### src/rtl/instruction_fetch.sv
// IF stage: owns the PC, fetches over req/ready + rvalid (one outstanding), feeds IF/ID.
// Perf counters exist only when IFETCH_PERF_EN is defined; otherwise tied to zero.
module instruction_fetch #(
  parameter logic [31:0] RESET_PC = 32'h0000_0000,
  parameter logic [31:0] NOP_INST = 32'h0000_0013,
  parameter int          CNT_W    = 32
) (
  input  logic             clk,
  input  logic             reset,
  input  logic             stall,
  input  logic             pc_src,
  input  logic [31:0]      pc_branch,
  output logic             imem_req,
  output logic [31:0]      imem_addr,
  input  logic             imem_ready,
  input  logic             imem_rvalid,
  input  logic [31:0]      imem_rdata,
  output logic [31:0]      IF_ID_pc,
  output logic [31:0]      IF_ID_inst,
  output logic [4:0]       IF_ID_rs1,
  output logic [4:0]       IF_ID_rs2,
  output logic             IF_ID_valid,
  output logic [CNT_W-1:0] perf_fetch_cnt,
  output logic [CNT_W-1:0] perf_bubble_cnt
);

  typedef enum logic [1:0] {S_REQ, S_WAIT, S_DROP} state_t;

  state_t      state_q, state_d;
  logic [31:0] pc_q, pc_d;
  logic [31:0] fpc_q, fpc_d;
  logic        hold_valid_q, hold_valid_d;
  logic [31:0] hold_pc_q, hold_pc_d;
  logic [31:0] hold_inst_q, hold_inst_d;
  logic [31:0] ifid_pc_q, ifid_pc_d;
  logic [31:0] ifid_inst_q, ifid_inst_d;
  logic [4:0]  ifid_rs1_q, ifid_rs1_d;
  logic [4:0]  ifid_rs2_q, ifid_rs2_d;
  logic        ifid_valid_q, ifid_valid_d;

  logic        redir;
  logic        delivered;
  logic        req;
  logic [31:0] target;
  logic        unused_pc_branch_lsb;

  assign unused_pc_branch_lsb = ^pc_branch[1:0];

  always_comb begin
    redir     = pc_src & ~stall;
    target    = {pc_branch[31:2], 2'b00};
    delivered = (state_q == S_WAIT) & imem_rvalid & ~redir;
    state_d   = state_q;
    pc_d      = pc_q;
    fpc_d     = fpc_q;
    req       = 1'b0;
    case (state_q)
      S_REQ: begin
        req = ~hold_valid_q & ~redir;
        if (redir) begin
          pc_d = target;
        end else if (req && imem_ready) begin
          pc_d    = pc_q + 32'd4;
          fpc_d   = pc_q;
          state_d = S_WAIT;
        end
      end
      S_WAIT: begin
        if (imem_rvalid) begin
          state_d = S_REQ;
          if (redir) begin
            pc_d = target;
          end else begin
            // Re-request in the response cycle for back-to-back fetches.
            req = ~stall & ~hold_valid_q;
            if (req && imem_ready) begin
              pc_d    = pc_q + 32'd4;
              fpc_d   = pc_q;
              state_d = S_WAIT;
            end
          end
        end else if (redir) begin
          pc_d    = target;
          state_d = S_DROP;
        end
      end
      S_DROP: begin
        if (redir) pc_d = target;
        if (imem_rvalid) state_d = S_REQ;
      end
      default: state_d = S_REQ;
    endcase
  end

  assign imem_req  = req & ~reset;
  assign imem_addr = pc_q;

  always_comb begin
    hold_valid_d = hold_valid_q;
    hold_pc_d    = hold_pc_q;
    hold_inst_d  = hold_inst_q;
    ifid_pc_d    = ifid_pc_q;
    ifid_inst_d  = ifid_inst_q;
    ifid_rs1_d   = ifid_rs1_q;
    ifid_rs2_d   = ifid_rs2_q;
    ifid_valid_d = ifid_valid_q;
    if (!stall) begin
      hold_valid_d = 1'b0;
      if (!redir && hold_valid_q) begin
        ifid_pc_d    = hold_pc_q;
        ifid_inst_d  = hold_inst_q;
        ifid_valid_d = 1'b1;
      end else if (delivered) begin
        ifid_pc_d    = fpc_q;
        ifid_inst_d  = imem_rdata;
        ifid_valid_d = 1'b1;
      end else begin
        ifid_inst_d  = NOP_INST;
        ifid_valid_d = 1'b0;
      end
      ifid_rs1_d = ifid_inst_d[19:15];
      ifid_rs2_d = ifid_inst_d[24:20];
    end else if (delivered) begin
      // IF/ID is frozen, so park the response until the stall lifts.
      hold_valid_d = 1'b1;
      hold_pc_d    = fpc_q;
      hold_inst_d  = imem_rdata;
    end
  end

  always_ff @(posedge clk) begin
    if (reset) begin
      state_q      <= S_REQ;
      pc_q         <= RESET_PC;
      fpc_q        <= '0;
      hold_valid_q <= 1'b0;
      hold_pc_q    <= '0;
      hold_inst_q  <= '0;
      ifid_pc_q    <= '0;
      ifid_inst_q  <= NOP_INST;
      ifid_rs1_q   <= '0;
      ifid_rs2_q   <= '0;
      ifid_valid_q <= 1'b0;
    end else begin
      state_q      <= state_d;
      pc_q         <= pc_d;
      fpc_q        <= fpc_d;
      hold_valid_q <= hold_valid_d;
      hold_pc_q    <= hold_pc_d;
      hold_inst_q  <= hold_inst_d;
      ifid_pc_q    <= ifid_pc_d;
      ifid_inst_q  <= ifid_inst_d;
      ifid_rs1_q   <= ifid_rs1_d;
      ifid_rs2_q   <= ifid_rs2_d;
      ifid_valid_q <= ifid_valid_d;
    end
  end

  assign IF_ID_pc    = ifid_pc_q;
  assign IF_ID_inst  = ifid_inst_q;
  assign IF_ID_rs1   = ifid_rs1_q;
  assign IF_ID_rs2   = ifid_rs2_q;
  assign IF_ID_valid = ifid_valid_q;

`ifdef IFETCH_PERF_EN
  logic             fetch_load;
  logic             bubble_load;
  logic [CNT_W-1:0] fetch_cnt_q, fetch_cnt_d;
  logic [CNT_W-1:0] bubble_cnt_q, bubble_cnt_d;

  assign fetch_load  = ~stall & ~redir & (hold_valid_q | delivered);
  assign bubble_load = ~stall & ~fetch_load;

  always_comb begin
    fetch_cnt_d  = fetch_cnt_q + CNT_W'(fetch_load);
    bubble_cnt_d = bubble_cnt_q + CNT_W'(bubble_load);
  end

  always_ff @(posedge clk) begin
    if (reset) begin
      fetch_cnt_q  <= '0;
      bubble_cnt_q <= '0;
    end else begin
      fetch_cnt_q  <= fetch_cnt_d;
      bubble_cnt_q <= bubble_cnt_d;
    end
  end

  assign perf_fetch_cnt  = fetch_cnt_q;
  assign perf_bubble_cnt = bubble_cnt_q;
`else
  assign perf_fetch_cnt  = '0;
  assign perf_bubble_cnt = '0;
`endif

endmodule

### config.mk
export PLATFORM = sky130hd
export DESIGN_NAME = instruction_fetch
export DESIGN_NICKNAME = d
export VERILOG_FILES = /design/src/rtl/instruction_fetch.sv
export SDC_FILE = /design/constraint.sdc
export NUM_CORES = 1
export LEC_CHECK = 0
export CAP_MARGIN = 20
export CORE_MARGIN = 2
export CORE_UTILIZATION = 40
export DETAILED_ROUTE_END_ITERATION = 16
export PLACE_DENSITY = 0.68
export SLEW_MARGIN = 0
export SYNTH_ARGS = -nofsm -noshare
export SYNTH_HDL_FRONTEND = slang
export SYNTH_SLANG_ARGS = --single-unit
export TNS_END_PERCENT = 30
### constraint.sdc
create_clock -name clk -period 2.9 [get_ports clk]
set_input_delay 0.725 -clock clk [delete_from_list [all_inputs] [get_ports clk]]
set_output_delay 0.725 -clock clk [all_outputs]
set_load 0.01 [all_outputs]
==> results.cfg <==
[route]
drc = 0
drt_pass1_iterations = 5
postRouteAntennaNets = 0
wl_per_cell_um = 16.80
vias = 8669
drt_iter0_drc = 740
via_per_inst = 5.456
routed_wl_um = 26700

[placed_design]
hpwlAfterDp_um = 17950
port_buffers = 175
routabilityCongestion = 0.9880
pre_cts_slack_ns = 0.01967

[sta]
relSlewSlack_pct = 32.30
fmax_mhz = 403.6
grt_setup_unrepaired = false
tns_ns = 0
hold_viol_final = 0
finalMaxSlewViolations = 0
timing.final.ws_setup_ns = 0.4223
whs_ns = 0.4538
fin_worst_skew_ns = 0.01487
period_share_pct = 85.44
tightest_slew_ns = 1.015
fin_crit_ns = 2.478
setup_viol = 0

[worst_hold_path]
worstHoldPathType = reg -> reg

[global_route]
gr-usage-all-layers_pct = 21.51
grt_max_degree = 194
overflow = 0
grt_pass1_wl_um = 42100
antenna_found_initial = 0
grt_pass1_vias = 7947

[power_and_ir_drop]
power_leakage_nw = 4.187
p_total_mw = 7.184
peakVddDrop_mv = 0.2740
p_per_area_nw_per_um2 = 612.2

[clock_tree]
ctsRootBufferMaster = clkbuf_16
cts_buffers = 17
htree_levels = 4
clkSinkCount = 196
clockBufferDepth = 2
cts_setup_buffers = 0
clk_pin_slew_ns = 0.08
clk_latency_ns = 0.43
cts_tree = yes

[floorplanning]
core_area_um2 = 22640
dieArea_um2 = 24270
die_w_um = 155.8
io_pins = 242
die_h_um = 155.8
num_rows = 55
start_util_pct = 40.71

[logic_synthesis]
synth_area_um2 = 9218
synth_edf_count = 0
syn-instance-count = 1147
synth_warnings = 0
ys_seq_area_share_pct = 42.57
yosys_register_bits = 196
synth_top_flop_cell = dfxtp_1
yosys.cell_types.count = 67
syn_area_per_cell_um2 = 8.036
async_reset_ff_share_pct = 0

[worst_setup_path]
cp_slowest_cell = clkdlybuf4s50_1
start_kind = input pin
path_delay_family = buffers and inverters
cp-end-kind = output pin
worstPathRequired_ns = 2.17
critical_path_buf_inv_count = 3
cp.arrival_ns = 1.75
path_max_fanout = 3
slowest_delay_ns = 0.45
path_class = in -> out
crit_chain = clkdlybuf4s50_1 -> inv_1 -> a31oi_1 -> nor4_1 -> dlymetal6s2s_1

[final_layout]
fin_nets = 1366
final_common_cell = nand2_1
layout_common_cells = nand2_1 (231), dfxtp_1 (196), clkdlybuf4s50_1 (173), nor2_1 (114), a21oi_1 (93)
drive_above_1_share_pct = 8.512
antenna_cells = 0
synthToLayoutAreaGrowth_pct = 27.30
final_util_pct = 51.83

[status]
status = completed

[job]
maxCapViolCount = 0
[flip-flops by register name, indices dropped and copies added, names as in the netlist]
register and count:
IF_ID_inst 32, IF_ID_pc 32, IF_ID_valid 1, fpc_q 32, hold_inst_q 32, hold_pc_q 32, hold_valid_q 1, imem_addr 32
state_q 2
[path summary, 6_finish.rpt]
check | startpoint | end | slack [ns] | cells after the start
setup / recovery | stall | imem_req | 0.42 | 5
hold / removal | imem_addr[0]$_SDFFE_PP0P_ | imem_addr[0]$_SDFFE_PP0P_ | 0.45 | 2
setup reg to reg | imem_addr[12]$_SDFFE_PP0P_ | imem_addr[26]$_SDFFE_PP0P_ | 0.59 | 5
hold reg to reg | imem_addr[0]$_SDFFE_PP0P_ | imem_addr[0]$_SDFFE_PP0P_ | 0.45 | 2
[routing by layer]
metal  vias up  GRT usage [%]  routed length (um)
li1       4218              -                   -
met1      4019          30.39               12130
met2       389          33.25               12070
met3        43          3.333                1839
met4         0          7.907                 658
met5         -              0                   0
[Yosys cell counts (5+ instances only)]
master | number | area share, %
inv_1 | 9 | 0.37
nand3_1 | 19 | 1.0
nor4_1 | 11 | 0.75
dfxtp_1 | 196 | 43
a221oi_1 | 29 | 2.8
clkbuf_8 | 5 | 0.75
buf_1 | 6 | 0.24
o22ai_1 | 10 | 0.68
nand2b_1 | 5 | 0.34
a21oi_1 | 93 | 5.0
nor3_1 | 35 | 1.9
a31oi_1 | 23 | 1.6
o21ai_0 | 15 | 0.81
mux2i_1 | 34 | 3.7
ha_1 | 5 | 0.68
nand4_1 | 12 | 0.81
o31ai_1 | 7 | 0.57
o32ai_1 | 6 | 0.57
and3_1 | 8 | 0.54
a311oi_1 | 35 | 3.3
a211oi_1 | 14 | 1.1
buf_2 | 5 | 0.27
clkbuf_1 | 75 | 3.1
o211ai_1 | 5 | 0.41
nor2_1 | 115 | 4.7
nand2_1 | 231 | 9.4
buf_4 | 75 | 6.1
and2_1 | 5 | 0.34
[metrics by stage]
| step | area, um^2 | std cells |
|---|---|---|
| 2_1_floorplan | 9454 | 1210 |
| 3_3_place_gp | 11140 | 1557 |
| 3_5_place_dp | 11140 | 1557 |
| 4_1_cts | 11730 | 1589 |
| 5_1_grt | 11730 | 1589 |
| 6_report | 11730 | 1589 |
[logic make-up (layout without fill, tap and decap cells)]
kind of cell	after synthesis	count (layout)	synth area share [%]
compound gates	274	274	20.35
fa+ha+maj	5	5	0.6787
buf+inv	181	275	11.52
flops	196	196	42.57
mux	34	34	3.692
other cells	1	64	0.04068
simple gates	456	456	21.15
[repair_timing]
item | CTS | global route
gates resized for setup | 0 | 2
hold buffers | 0 | 0
endpoints found under the setup margin | 0 | 1
[where the power goes]
group          internal [mW]  leakage (nW)  switching [mW]
clock network           1.26         0.294            1.11
logic                  0.806          2.30           0.985
registers               2.85          1.59           0.168
total                   4.92          4.19            2.26
[final cells by class]
type | count | area, um^2
Fill cell | 2159 | 10910
Multi-Input combinational cell | 833 | 4508
Sequential cell | 196 | 3924
Timing Repair Buffer | 233 | 2316
Clock buffer | 19 | 452.9
Tap cell | 285 | 356.6
Clock inverter | 13 | 138.9
Inverter | 10 | 37.54
[worst reg2reg max path: cells and delay by family, from the launching register on]
kind               cells  cell delay, ns
and+or+nand+nor        3            1.24
DFF                    1            0.55
AOI/OAI and AO/OA      2            0.44
No activity file was read; power rests on OpenSTA's default activity.
